File: src/rtl/pwm_pkg.sv
// Shared constants and types for the PWM timing/duty source.
package pwm_pkg;

    localparam int CLK_IN_HZ  = 100_000_000;
    localparam int TICK_HZ    = 5_000_000;
    localparam int DIV        = CLK_IN_HZ / TICK_HZ;
    localparam int DUTY_W     = 13;
    localparam int PERIOD     = 5000;
    localparam int DUTY_RESET = 0;
    localparam int LOCK_TICKS = 16;

    typedef logic [DUTY_W-1:0] duty_t;

    // Saturates a requested duty to the last valid compare value of a period.
    function automatic duty_t clamp_duty(input duty_t req, input duty_t max_duty);
        return (req > max_duty) ? max_duty : req;
    endfunction

endpackage

File: src/rtl/pwm_tick_div.sv
// Tick divider: div_cnt produces the single-cycle tick, per_cnt counts ticks
// per PWM period and flags the tick that opens each period.
module pwm_tick_div
    import pwm_pkg::*;
#(
    parameter int TICK_DIV    = 20,
    parameter int PERIOD_TICK = 5000
) (
    input  logic clk_in,
    input  logic rst_n,
    output logic o_tick,
    output logic o_period_start,
    output logic o_period_load
);

    localparam int DIV_W = (TICK_DIV > 2) ? $clog2(TICK_DIV) : 1;

    logic [DIV_W-1:0]  r_div_cnt;
    logic [DUTY_W-1:0] r_per_cnt;
    logic              r_first;
    logic              r_tick;
    logic              r_period_start;
    logic              w_div_wrap;
    logic              w_per_wrap;

    assign w_div_wrap = (r_div_cnt == DIV_W'(TICK_DIV - 1));
    // The very first tick after reset opens a period just like a wrap does.
    assign w_per_wrap = r_first || (r_per_cnt == DUTY_W'(PERIOD_TICK - 1));

    // NOTE: sequential state uses non-blocking assignments so every register
    // samples pre-edge values, independent of statement order.
    always_ff @(posedge clk_in or negedge rst_n) begin
        if (!rst_n) begin
            r_div_cnt      <= '0;
            r_per_cnt      <= '0;
            r_first        <= 1'b1;
            r_tick         <= 1'b0;
            r_period_start <= 1'b0;
        end else begin
            r_tick         <= w_div_wrap;
            r_period_start <= w_div_wrap && w_per_wrap;
            if (w_div_wrap) begin
                r_div_cnt <= '0;
                r_first   <= 1'b0;
                r_per_cnt <= w_per_wrap ? '0 : r_per_cnt + 1'b1;
            end else begin
                r_div_cnt <= r_div_cnt + 1'b1;
            end
        end
    end

    assign o_tick         = r_tick;
    assign o_period_start = r_period_start;
    assign o_period_load  = w_div_wrap && w_per_wrap;

endmodule

File: src/rtl/pwm_clk_duty_src.sv
// PWM timing/duty source: 5 MHz tick, period boundary flag, glitch-free duty
// hand-off and lock indication. DUTY_CLAMP_EN saturates writes to PERIOD-1.
module pwm_clk_duty_src
    import pwm_pkg::*;
#(
    parameter int CLK_IN_HZ  = pwm_pkg::CLK_IN_HZ,
    parameter int TICK_HZ    = pwm_pkg::TICK_HZ,
    parameter int PERIOD     = pwm_pkg::PERIOD,
    parameter int DUTY_RESET = pwm_pkg::DUTY_RESET,
    parameter int LOCK_TICKS = pwm_pkg::LOCK_TICKS
) (
    input  logic              clk_in,
    input  logic              rst_n,
    input  logic              duty_wr_en,
    input  logic [DUTY_W-1:0] duty_wr_data,
    output logic              tick_5mhz,
    output logic              period_start,
    output logic [DUTY_W-1:0] duty_cnt,
    output logic              locked
);

    localparam int    TICK_DIV   = CLK_IN_HZ / TICK_HZ;
    localparam int    LOCK_W     = (LOCK_TICKS > 2) ? $clog2(LOCK_TICKS) : 1;
    localparam duty_t DUTY_RST   = duty_t'(DUTY_RESET);
    localparam duty_t DUTY_LIMIT = duty_t'(PERIOD - 1);

    if ((CLK_IN_HZ % TICK_HZ) != 0 || TICK_DIV < 2) begin : g_bad_div
        $error("CLK_IN_HZ/TICK_HZ must be an integer >= 2");
    end
    if (PERIOD < 1 || PERIOD > (1 << DUTY_W)) begin : g_bad_period
        $error("PERIOD must lie in 1..2**DUTY_W");
    end
    if (LOCK_TICKS < 1) begin : g_bad_lock
        $error("LOCK_TICKS must be >= 1");
    end

    logic              w_tick;
    logic              w_period_start;
    logic              w_period_load;
    duty_t             w_wr_duty;
    duty_t             r_shadow;
    duty_t             r_duty;
    logic [LOCK_W-1:0] r_lock_cnt;
    logic              r_locked;

    pwm_tick_div #(
        .TICK_DIV    (TICK_DIV),
        .PERIOD_TICK (PERIOD)
    ) u_tick_div (
        .clk_in         (clk_in),
        .rst_n          (rst_n),
        .o_tick         (w_tick),
        .o_period_start (w_period_start),
        .o_period_load  (w_period_load)
    );

`ifdef DUTY_CLAMP_EN
    assign w_wr_duty = clamp_duty(duty_wr_data, DUTY_LIMIT);
`else
    assign w_wr_duty = duty_wr_data;
`endif

    // NOTE: every register here, including the duty holding registers, has an
    // explicit reset value because the outputs must be defined from release.
    always_ff @(posedge clk_in or negedge rst_n) begin
        if (!rst_n) begin
            r_shadow   <= DUTY_RST;
            r_duty     <= DUTY_RST;
            r_lock_cnt <= '0;
            r_locked   <= 1'b0;
        end else begin
            if (duty_wr_en) begin
                r_shadow <= w_wr_duty;
            end
            // Loading DUTY_RST while unlocked keeps duty_cnt forced and still
            // only lets it change on a period boundary.
            if (w_period_load) begin
                r_duty <= r_locked ? r_shadow : DUTY_RST;
            end
            if (w_tick && !r_locked) begin
                if (r_lock_cnt == LOCK_W'(LOCK_TICKS - 1)) begin
                    r_locked <= 1'b1;
                end else begin
                    r_lock_cnt <= r_lock_cnt + 1'b1;
                end
            end
        end
    end

    assign tick_5mhz    = w_tick;
    assign period_start = w_period_start;
    assign duty_cnt     = r_duty;
    assign locked       = r_locked;

    // DUTY_LIMIT is only consumed by the clamping build.
    logic w_unused;
    assign w_unused = ^DUTY_LIMIT;

endmodule

File: config.mk
export PLATFORM = sky130hd
export DESIGN_NAME = pwm_clk_duty_src
export DESIGN_NICKNAME = d
export VERILOG_FILES = /design/src/rtl/pwm_pkg.sv /design/src/rtl/pwm_tick_div.sv /design/src/rtl/pwm_clk_duty_src.sv
export SDC_FILE = /design/constraint.sdc
export NUM_CORES = 1
export LEC_CHECK = 0
export CAP_MARGIN = 20
export CORE_MARGIN = 4
export CORE_UTILIZATION = 55
export DETAILED_ROUTE_END_ITERATION = 6
export GPL_ROUTABILITY_DRIVEN = 0
export PLACE_DENSITY = 0.87
export SETUP_SLACK_MARGIN = 0.02
export SLEW_MARGIN = 30
export SYNTH_ARGS = -nofsm -noshare
export SYNTH_HDL_FRONTEND = slang
export SYNTH_SLANG_ARGS = --single-unit
File: constraint.sdc
create_clock -name clk_in -period 6.55 [get_ports clk_in]
set_clock_uncertainty 0.2 [all_clocks]
set_input_delay 1.31 -clock clk_in [delete_from_list [all_inputs] [get_ports clk_in]]
set_output_delay 1.31 -clock clk_in [all_outputs]
set_load 0.1 [all_outputs]
### Word level (Yosys, flattened, before mapping)

Index checks and enable logic that the tools add are counted.

* reduce and logical (&&, ||, !) cells: 6
* order comparisons: 0
* multiplexer cells: 3
* shift-type cells: 0
* equality and inequality tests: 3
* divide/modulo/power cells: 0
* bitwise gates (word level): 1
* add/sub/neg operators: 3
* $mul: 0

Operator list (number)
* two-way mux 13 bit: 2
* adder 13 x 1 -> 13 bit (second input constant): 1
* == test 13 bit (second input constant): 1
* adder 5 x 1 -> 5 bit (second input constant): 1
* == test 5 bit (second input constant): 1
* two-way mux 5 bit: 1
* adder 4 x 1 -> 4 bit (second input constant): 1
* == test 4 bit (second input constant): 1
* AND reduction 2 bit: 2
* logical AND 1 bit: 2
* logical NOT 1 bit: 1
* logical OR 1 bit: 1
* NOT 1 bit: 1

* bits in registers: 52
* output and inout port bits: 16
* memories: 0
* RAM bits: 0
* latch bits: 0
* word-level logic and storage cells: 25
* input bits: 16
* bits in read-only memories: 0

### Depth between registers and ports, before layout

Gate-level depths: netlist of the first run.

* depth in word-level cells: 3
* mapped depth: 6
* gate-level depth less buffers: 6

### By module

From an unflattened synthesis of the first run, not the netlist that was laid out.

* cell total of the unflattened synthesis: 198
* area, all modules: 2235.9 um^2

By module, submodules not included
* pwm_clk_duty_src: times used 1, cells each 101, area each 1226.2 um^2, sequential area each 775.7 um^2
* pwm_tick_div: times used 1, cells each 97, area each 1009.7 um^2, sequential area each 526.8 um^2

### Least setup slack after synthesis of the first run

No wires, ideal clock.

* path type: reg-to-output
* start: register r_locked (netlist: locked)
* end: output locked
* slack: 4.064 ns
* data arrival time: 0.976 ns
* buffers on the path: 0
* cell stages (with the launch flop): 1
* required time: 5.040 ns
* cell sequence: dfrtp_1

RTL lines
* start: declaration: RTL line pwm_clk_duty_src.sv:44 `logic r_locked;`
* start signal: assignment: RTL line pwm_clk_duty_src.sv:70 `r_locked <= 1'b0;`
* start signal: assignment: RTL line pwm_clk_duty_src.sv:82 `r_locked <= 1'b1;`
* end: declaration: RTL line pwm_clk_duty_src.sv:19 `output logic locked`

No word-level cell between the ends.

### Worst setup path in the final report of the first run

* start: register r_locked (netlist: locked)
* end: output locked

No word-level cell between the ends.

==> results of run 1 <==
## path summary, 6_finish.rpt
| kind | from | to | slack, ps | cells after the start |
|---|---|---|---|---|
| worst max-delay path | locked$_DFFE_PN0P_ | locked | 2880 | 1 |
| worst min-delay path | u_tick_div.r_div_cnt[0]$_DFF_PN0_ | u_tick_div.r_div_cnt[0]$_DFF_PN0_ | 280 | 1 |
| worst max register to register | u_tick_div.r_div_cnt[0]$_DFF_PN0_ | u_tick_div.r_per_cnt[11]$_DFFE_PN0P_ | 4110 | 5 |
| worst min register to register | u_tick_div.r_div_cnt[0]$_DFF_PN0_ | u_tick_div.r_div_cnt[0]$_DFF_PN0_ | 280 | 1 |
| max in group asynchronous | rst_n | duty_cnt[1]$_DFFE_PN0P_ | 4830 | 2 |
| min in group asynchronous | rst_n | u_tick_div.r_per_cnt[12]$_DFFE_PN0P_ | 900 | 2 |
## power by group through the flow
stage	Combinational (W)	Clock, W	Sequential [W]
4_1_cts	0.0000260	0.000198	0.000333
2_1_floorplan	0.00000924	0	0.000338
3_3_place_gp	0.0000247	0	0.000339
6_report	0.0000254	0.000193	0.000333
5_1_grt	0.0000282	0.000212	0.000334
3_5_place_dp	0.0000257	0	0.000339
## worst register-to-register path, stage by stage (launching register included)
cell and delay (ps):
dfrtp_1 390, ha_1 270, nand4bb_4 360, or4_4 650
or3_1 350, a21oi_1 150
## per-stage QoR
stage	hold slack [ps]	worst slack, ps	total power [W]	cells
after CTS	288	2860	0.000557	293
after floorplan	233	4060	0.000347	213
after global routing	309	2750	0.000574	293
after detailed placement	275	3200	0.000365	286
after global placement	247	3220	0.000364	286
final	284	2880	0.000552	293
## registers in the layout, indices dropped and copies added, names as in the netlist
register,flops
u_tick_div.r_per_cnt,13
u_tick_div.r_first,1
u_tick_div.r_div_cnt,5
duty_cnt,13
r_shadow,13
locked,1
u_tick_div.o_period_start,1
u_tick_div.o_tick,1
r_lock_cnt,4
## placed cells by master (no fill, tap or decap)
master and count:
inv_1 9, nand4_1 3, mux2i_1 1, buf_4 2, nor4_1 2, ha_1 3
and4_1 1, nor2_1 5, a21oi_1 8, nor3_1 3, or2b_1 1, and3_1 3
o21ai_0 35, xnor2_1 3, a41o_1 1, buf_2 1, or4_4 1, nor4b_1 1
a22o_1 1, and2_1 2, o21a_1 1, nand2b_1 3, nand3b_1 1, a32o_1 1
nand3_1 11, mux2_2 15, nand4bb_4 1, nand2_1 27, dfstp_2 1, or3_1 2
a41oi_1 1, dfrtp_1 51, o22ai_1 4, clkbuf_8 7, clkdlybuf4s50_1 30, xor2_1 1
## synth_stat cells, drive strengths merged (2+ instances only)
library cell | count | area [sq um]
or3 | 2 | 12.5
a21oi | 8 | 40.0
mux2 | 15 | 169
nor2 | 5 | 18.8
nand4 | 3 | 18.8
nor3 | 3 | 15.0
o21ai | 35 | 175
and3 | 3 | 18.8
nand2 | 27 | 101
buf | 2 | 15.0
ha | 3 | 37.5
xnor2 | 3 | 26.3
and2 | 2 | 12.5
clkbuf | 8 | 30.0
o22ai | 4 | 25.0
nor4 | 2 | 12.5
inv | 9 | 33.8
nand2b | 3 | 18.8
dfrtp | 51 | 1280
nand3 | 11 | 55.1
## cell type report
| type | count | area share [%] |
|---|---|---|
| Clock buffer | 7 | 3.56 |
| Inverter | 9 | 1.25 |
| Multi-Input combinational cell | 142 | 32.9 |
| Sequential cell | 52 | 48.1 |
| Tap cell | 50 | 2.31 |
| Timing Repair Buffer | 33 | 11.8 |
## cell families after synthesis
family / synth area share [%]
AND/OR/NAND/NOR: 15.6
multiplexers: 7.87
buffers and inverters: 3.47
AO/OA/AOI/OAI: 12.5
adder cells (fa/ha/maj): 1.65
flip-flops: 57.3
XOR/XNOR: 1.54
## per-layer routing
metal	share of wire [%]	vias to the layer above	track usage, %
met5	0	-	0
met4	1.8	0	8.77
met3	6.7	7	6.37
met2	48	36	29.4
met1	44	796	24.9
li1	-	805	-
==> key figures, run 1 <==
Route
  • DRT Pass-1 Iters: 4
  • Residual DRC: 0
  • Iteration-0 DRC Markers: between 100 and 150
  • Post-Route WL: 4230 um
  • Vias: around 1600
  • Vias per Instance: about 5.6
  • Routed WL per cell: 14.5 um
  • ANT nets after route: 0

Logic synthesis
  • EDFF count, synth: 0
  • Synthesized area per cell: 10.7 sq um
  • Synth Net Count: approximately 230
  • Syn. warnings: 0
  • Netlist cell types: 35
  • Async SR Flop Fraction: 100%
  • Top_reg_cell synth: dfrtp_1
  • Synth Instances: about 210
  • Sequential share of the synthesized area: between 50% and 60%
  • Number of synthesized register bits: 52
  • Synth Cell Area: about 2300 sq um

Status
  • Status: completed

Timing
  • Tcrit/Tclk final: roughly 56%
  • Final slew viol count: 0
  • Worst Tran Pin Value: approximately 1000 ps
  • Setup tns final: 0 ps
  • Count of final hold-check violations: 0
  • Crit path time final: approximately 3700 ps
  • RSZ-0062 raised after global routing: false
  • Slew Limit Headroom: between 30% and 40%
  • Final setup violation count: 0
  • Fmax: approximately 270 MHz

Setup path
  • Crit start category: register
  • Crit path kind: register to output pin
  • Worst Path Max Fanout: 17
  • WP buf/inv: 1
  • CP Cell Sequence: clkdlybuf4s50_1
  • Critical Path Slowest Stage Cell: clkdlybuf4s50_1
  • CP required: approximately 5000 ps
  • CP endpoint kind: output pin
  • Data arrival time of the critical path: around 2200 ps
  • Crit-path leading delay family: buffers and inverters
  • Critical path's largest stage delay: ~1200 ps

Pwr
  • Logic pwr share: under 10%
  • Clock share of power: 35.0%
  • PD cells: about 200 nW/um^2
  • Switching pwr: about 0.00011 W
  • Total leakage power: ~1.1 nW
  • Maximum VDD drop: roughly 0.15 mV
  • Sw Share: roughly a fifth
  • Reg power frac: around three fifths
  • Internal power: between 0.0004 and 0.0005 W

CTS
  • Clk sinks: 52
  • Worst-skew pair later-pin latency: just over 300 ps
  • Total CTS buffers: 5
  • Post-CTS Resized: 0
  • H-tree levels: 2
  • CTS tree: built
  • Max Buffers Root-to-Sink: 2
  • Reg clk slew, reported paths: 90 ps
  • Setup bufs post-CTS: 0
  • CTS Root Cell: clkbuf_8
  • Hold_buf cts: 0

Final layout
  • Fin nets: 262
  • Fillers: 279
  • Area of the multi-input gates: roughly 900 sq um
  • FF+latch area: roughly 1300 sq um
  • N_diodes: 0
  • Final core utilization: slightly below 70%
  • Share of cells above drive strength 1: 11.5%
  • Design area: ~2700 sq um
  • P&R area growth vs syn: 19.1%

Placement
  • Dpl cell area: around 2600 sq um
  • I/O Buffers: 31
  • Post-DP HPWL: around 2900 um

Global routing
  • Vias in the first global route: 1678
  • Largest net degree at the start of global routing: 53
  • Grt ovf: 0
  • First-pass GRT wire length: 7660 um
  • Antenna violations before repair: 0
  • Tot GR Track Use: 19.2%

Die
  • Die H: 72.3 um
  • Total core area: about 4000 sq um
  • Cell Rows: 23
  • Die area: roughly 5200 sq um
  • Die X: 72.3 um
  • Initial core utilization: 56.8%
  • Num ports: 32

Hold path
  • Worst hold path class: register to register

Run
  • Max-cap violations: 0
(Power assumes the default switching activity.)
==> run 2, diff against run 1 <==
CORE_UTILIZATION = 48   (was 55)
PLACE_DENSITY = 0.81   (was 0.87)
clock period = 3.1 ns   (was 6.55 ns; I/O delays follow)
==> run 2 against run 1 <==
  * Critical path depth rose by 6
  * Cell count rose by 2.0%
  * Utilization fell by 6.7 points
  * Critical path type is now register to register
  * Critical endpoint is now u_tick_div.r_per_cnt[11]$_DFFE_PN0P_
  * Largest cell class unchanged
  * Largest power group unchanged
  * Highest routed layer unchanged
==> key figures, run 2 (same netlist as run 1, synthesis figures left out) <==
Status
  • Status: completed

Setup path
  • Crit start category: register
  • CP required: 3120 ps (-1920 ps)
  • Data arrival time of the critical path: 2290 ps (+130 ps)
  • Worst Path Max Fanout: 28 (+11)
  • CP endpoint kind: register
  • Worst r2r src: u_tick_div.r_div_cnt[0]$_DFF_PN0_
  • Worst r2r path cells: 7 (+2)
  • R2r setup slk: 830 ps (-3280 ps)
  • Crit path kind: register to register
  • Reg-to-reg endpoint: u_tick_div.r_per_cnt[11]$_DFFE_PN0P_

Final layout
  • Commonest non-fill, non-tap cells in the layout: 51 x dfrtp_1, 35 x o21ai_0, 27 x nand2_1, 21 x buf_4, 15 x mux2_2
  • Fin nets: 265 (+1.1%)
  • Finished Layout Cells: 299 (+2.0%)
  • N_diodes: 0 (unchanged)
  • Fillers: 348 (+25%)
  • Commonest non-fill, non-tap cell in the layout: dfrtp_1
  • P&R area growth vs syn: 20.0%
  • Share of cells above drive strength 1: 19.0% (+7.5 points)

Die
  • Die X: 76.8 um (+6.3%)
  • Die H: 76.8 um (+6.3%)
  • Die area: 5900 sq um (+13%)
  • Num ports: 32 (unchanged)
  • Initial core utilization: 50.8% (-6.0 points)
  • Cell Rows: 24 (+4.3%)
  • Total core area: 4470 sq um (+12%)

CTS
  • Hold_buf cts: 0 (unchanged)
  • Total CTS buffers: 5 (unchanged)
  • CTS Root Cell: clkbuf_8
  • CTS tree: built
  • Setup bufs post-CTS: 0 (unchanged)
  • Clk sinks: 52 (unchanged)
  • Post-CTS Resized: 0 (unchanged)
  • Max Buffers Root-to-Sink: 2 (unchanged)
  • Reg clk slew, reported paths: 90 ps (about the same)
  • H-tree levels: 2 (unchanged)
  • Worst-skew pair later-pin latency: 300 ps (about the same)

Route
  • Residual DRC: 0 (unchanged)
  • Iteration-0 DRC Markers: 143 (+29%)
  • Post-Route WL: 4320 um (+2.0%)
  • DRT Pass-1 Iters: 4 (unchanged)
  • Vias per Instance: 5.54 (-1.4%)
  • ANT nets after route: 0 (unchanged)
  • Vias: 1655 (+0.67%)
  • Routed WL per cell: 14.4 um (about the same)

Timing
  • Crit path time final: around 2300 ps
  • Fmax: approximately 440 MHz
  • Count of final hold-check violations: 0 (unchanged)
  • RSZ-0062 raised after global routing: false
  • Final slew viol count: 0 (unchanged)
  • Final setup violation count: 0 (unchanged)
  • Worst Tran Pin Value: 539 ps (-463 ps)
  • Slew Limit Headroom: 64.0% (+31 points)
  • Tcrit/Tclk final: 73.2%
  • Setup tns final: 0 ps (unchanged)

Run
  • Max-cap violations: 0 (unchanged)

Pwr
  • Internal power: 0.00105 W (+140%)
  • Clock share of power: 41.2% (+6.2 points)
  • Logic pwr share: 4.2% (-0.4 points)
  • Maximum VDD drop: 0.322 mV (+110%)
  • Sw Share: 18.4% (-2.3 points)
  • Reg power frac: 54.7% (-5.7 points)
  • PD cells: 471 nW/um^2 (+130%)
  • Total leakage power: 1.17 nW (+5.5%)
  • Switching pwr: 0.000237 W (+110%)

Global routing
  • Vias in the first global route: 1681 (+0.18%)
  • Antenna violations before repair: 0 (unchanged)
  • First-pass GRT wire length: 7410 um (-3.3%)
  • Grt ovf: 0 (unchanged)
  • Largest net degree at the start of global routing: 29 (-45%)
  • Tot GR Track Use: 15.7% (-3.6 points)

Placement
  • Placed Cells incl. Taps: 291 (+1.7%)
  • Post-DP HPWL: 3100 um (+7.3%)
  • I/O Buffers: 31 (unchanged)

Hold path
  • Worst hold path class: input port to async pin
-- run 2: metal layers --
layer | track usage [%] | up-vias | share of wire [%]
li1 | - | 815 | -
met1 | 17.2 | 797 | 43
met2 | 27.7 | 37 | 51
met3 | 5.62 | 6 | 5.6
met4 | 5.62 | 0 | 1.2
met5 | 0 | - | 0
-- run 2: worst max-delay path by stage --
| stage | from | end | slack, ps | depth (start not counted) |
|---|---|---|---|---|
| 6_report | u_tick_div.r_div_cnt[0]$_DFF_PN0_ | u_tick_div.r_per_cnt[11]$_DFFE_PN0P_ | 830 | 7 |
| 5_1_grt | u_tick_div.r_per_cnt[0]$_DFFE_PN0P_ | u_tick_div.r_per_cnt[9]$_DFFE_PN0P_ | 660 | 7 |
| 4_1_cts | u_tick_div.r_div_cnt[0]$_DFF_PN0_ | u_tick_div.r_per_cnt[11]$_DFFE_PN0P_ | 850 | 7 |
| 3_5_place_dp | u_tick_div.r_div_cnt[0]$_DFF_PN0_ | u_tick_div.r_per_cnt[11]$_DFFE_PN0P_ | 890 | 7 |
| 3_3_place_gp | u_tick_div.r_div_cnt[0]$_DFF_PN0_ | u_tick_div.r_per_cnt[9]$_DFFE_PN0P_ | 920 | 7 |
| 2_1_floorplan | u_tick_div.r_div_cnt[0]$_DFF_PN0_ | u_tick_div.r_per_cnt[11]$_DFFE_PN0P_ | 990 | 6 |
-- run 2: power groups by stage --
stage / clock network, W / logic (W) / registers [W]
after CTS: 0.000542 / 0.0000550 / 0.000704
after global placement: 0 / 0.0000530 / 0.000716
final: 0.000529 / 0.0000535 / 0.000703
after floorplan: 0 / 0.0000195 / 0.000714
after detailed placement: 0 / 0.0000549 / 0.000717
after global routing: 0.000574 / 0.0000597 / 0.000706
-- run 2: final cells by class --
class	instances	area (sq um)	area share, %
sequential	52	1300	47.7
multi-input combinational	142	892	32.7
tap	52	65.1	2.38
timing repair buffer	36	303	11.1
clock inverter	2	60.1	2.20
clock buffer	6	72.6	2.66
inverter	9	33.8	1.24
-- run 2: worst max-delay path, stage by stage (launching register included) --
cell and delay (ps):
dfrtp_1 410, ha_1 280, nand4bb_4 130, buf_4 280, inv_1 200, nand2b_1 380
inv_1 170, a21oi_1 150
-- run 2: stage by stage --
stage	setup WS, ps	cell area [sq um]	utilization [%]	power (W)	hold WS [ps]
floorplan	986	2270	-	0.000734	124
global placement	922	2600	58.0	0.000769	254
detailed placement	887	2600	58.0	0.000772	269
CTS	851	2730	61.0	0.00130	13.9
global route	655	2730	61.0	0.00134	26.3
finish	830	2730	61.0	0.00129	13.9
==> run 3, diff against run 2 <==
clock period = 1.9 ns   (was 3.1 ns; I/O delays follow)
==> run 3 against run 2 <==
  * The flow now finishes with violations (setup timing)
  * Setup slack got worse by 830 ps
  * Cell count rose by 4.3%
  * Clock power is 20% higher
  * Die area unchanged
  * Via count grew 9.0%
  * Maximum frequency grew 19%
  * Global-route usage is 2.7 points higher
  * Total power rose by 46%
  * Critical path type unchanged
  * Highest routed layer unchanged
==> key figures, run 3 (same netlist as run 1, synthesis figures left out) <==
CTS
  • CTS Root Cell: clkbuf_8
  • Clk sinks: 52 (unchanged)
  • Total CTS buffers: 5 (unchanged)
  • H-tree levels: 2 (unchanged)
  • Setup bufs post-CTS: 0 (unchanged)
  • Reg clk slew, reported paths: 90 ps (about the same)
  • CTS tree: built
  • Worst-skew pair later-pin latency: 300 ps (about the same)
  • Max Buffers Root-to-Sink: 2 (unchanged)

Route
  • Routed WL per cell: 16.1 um (+11%)
  • Vias: 1804 (+9.0%)
  • Wire length on met3: 348 um (+44%)
  • Vias per Instance: 5.78 (+4.5%)
  • DRT met1 WL: 1930 um (+5.0%)
  • DRT Pass-1 Iters: 4 (unchanged)
  • Iteration-0 DRC Markers: 88 (-38%)
  • ANT nets after route: 0 (unchanged)
  • Post-Route WL: 5020 um (+16%)
  • Top layer in use: met4
  • Residual DRC: 0 (unchanged)
  • Routed met2 length: 2650 um (+21%)

Hold path
  • Worst hold path class: register to register

Timing
  • Worst Tran Pin Value: 468 ps (-70.4 ps)
  • RSZ-0062 raised after global routing: true
  • Crit path time final: 1900 ps (-368 ps)
  • Count of final hold-check violations: 0 (unchanged)
  • Fmax: 526 MHz (+19%)
  • Final slew viol count: 0 (unchanged)
  • Final worst setup slack: -1.88 ps (-832 ps)
  • Slew Limit Headroom: 68.8% (+4.8 points)
  • Tcrit/Tclk final: 100% (+27 points)
  • Final setup violation count: 1 (+1)

Setup path
  • Critical path's largest stage delay: 510 ps (+100 ps)
  • Crit start category: register
  • Data arrival time of the critical path: 1940 ps (-350 ps)
  • Critical Path Slowest Stage Cell: or4_4
  • CP required: 1940 ps (-1180 ps)
  • CP endpoint kind: register
  • Crit path kind: register to register
  • Crit-path leading delay family: simple AND/OR/NAND/NOR gates
  • Worst Path Max Fanout: 4 (-86%)
  • WP buf/inv: 0 (-3)
  • CP Cell Sequence: ha_4 -> nand4bb_4 -> or4_4 -> or3_4 -> a21oi_2

Placement
  • I/O Buffers: 31 (unchanged)
  • Dpl cell area: 2930 sq um (+13%)
  • Placed Cells incl. Taps: 303 (+4.1%)
  • Post-DP HPWL: 3680 um (+19%)

Status
  • Status: finished, violations left
  • Violated checks: setup timing

Global routing
  • Grt ovf: 0 (unchanged)
  • First-pass GRT wire length: 8770 um (+18%)
  • Vias in the first global route: 1936 (+15%)
  • Antenna violations before repair: 0 (unchanged)
  • Tot GR Track Use: 18.3% (+2.7 points)
  • Largest net degree at the start of global routing: 29 (unchanged)

Final layout
  • N_diodes: 0 (unchanged)
  • Finished Layout Cells: 312 (+4.3%)
  • Design area: 3070 sq um (+13%)
  • Commonest non-fill, non-tap cells in the layout: 50 x dfrtp_1, 35 x o21ai_0, 26 x nand2_1, 18 x buf_12, 15 x mux2_2
  • P&R area growth vs syn: 35.2%
  • Share of cells above drive strength 1: 26.2% (+7.1 points)
  • Fin nets: 278 (+4.9%)
  • Final core utilization: 68.7% (+7.7 points)
  • Commonest non-fill, non-tap cell in the layout: dfrtp_1

Pwr
  • PD cells: 612 nW/um^2 (+30%)
  • Total leakage power: 1.28 nW (+9.0%)
  • Maximum VDD drop: 0.472 mV (+47%)
  • Pwr Total: 0.00188 W (+46%)

Die
  • Cell Rows: 24 (unchanged)
  • Die area: 5900 sq um (unchanged)
  • Die X: 76.8 um (unchanged)
  • Initial core utilization: 50.8% (unchanged)
  • Die H: 76.8 um (unchanged)
  • Total core area: 4470 sq um (unchanged)
  • Num ports: 32 (unchanged)

Run
  • Max-cap violations: 0 (unchanged)
run 3: cell types whose count changed in the layout (fill, tap and decap cells not counted), moves of 2 or more:
| cell | before | now |
|---|---|---|
| buf_12 | 0 | 18 |
| buf_4 | 21 | 14 |
| a21oi_1 | 8 | 6 |
| a21oi_2 | 0 | 2 |
| bufinv_16 | 2 | 0 |
| or3_1 | 2 | 0 |
| or3_4 | 0 | 2 |
run 3: cell type report:
| type | count | area (sq um) |
|---|---|---|
| Tap cell | 52 | 65.1 |
| Timing Repair Buffer | 49 | 632 |
| Fill cell | 317 | 1400 |
| Multi-Input combinational cell | 142 | 950 |
| Sequential cell | 52 | 1300 |
| Clock buffer | 8 | 90.1 |
| Inverter | 9 | 33.8 |
run 3: metal layers:
metal | vias up | GRT usage, %
li1 | 842 | -
met4 | 0 | 5.62
met2 | 66 | 32.8
met3 | 16 | 5.85
met5 | - | 0
met1 | 880 | 20.7
run 3: path summary, 6_finish.rpt:
path / to / start / cells after the start / slack [ps]
min in group asynchronous: duty_cnt[6]$_DFFE_PN0P_ / rst_n / 2 / 360
setup reg to reg: u_tick_div.r_per_cnt[11]$_DFFE_PN0P_ / u_tick_div.r_div_cnt[0]$_DFF_PN0_ / 5 / -2
max in group asynchronous: u_tick_div.r_per_cnt[8]$_DFFE_PN0P_ / rst_n / 3 / 590
hold reg to reg: r_lock_cnt[0]$_DFFE_PN0P_ / r_lock_cnt[0]$_DFFE_PN0P_ / 1 / 310
hold / removal: r_lock_cnt[0]$_DFFE_PN0P_ / r_lock_cnt[0]$_DFFE_PN0P_ / 1 / 310
setup / recovery: u_tick_div.r_per_cnt[11]$_DFFE_PN0P_ / u_tick_div.r_div_cnt[0]$_DFF_PN0_ / 5 / -2
run 3: what timing repair did:
item	in CTS	in global routing
resized for setup	4	5
endpoints found under the setup margin	14	22
hold endpoints to repair	17	0
gates cloned	0	0
pin swaps	2	0
hold buffers	1	0
run 3: worst reg2reg max path, cell delays in order (launching register included):
cell       delay [ps]
dfrtp_1           400
ha_4              160
nand4bb_4         100
or4_4             510
or3_4             350
a21oi_2           120
run 3: power by group:
group           total, W  switching, W  internal [W]
registers        0.00115     0.0000144       0.00113
clock network   0.000635      0.000338      0.000298
logic          0.0000990     0.0000383     0.0000607
total            0.00188      0.000390       0.00149
run 3: metrics by stage:
step                      setup WS (ps)  TNS, ps  hold slack, ps
after floorplan                   -94.1     -188            -116
final                             -1.88    -1.88             312
after detailed placement          -16.7    -26.8             158
after global routing              -82.6     -823             325
after CTS                          10.9        0             314
after global placement             43.6        0             156
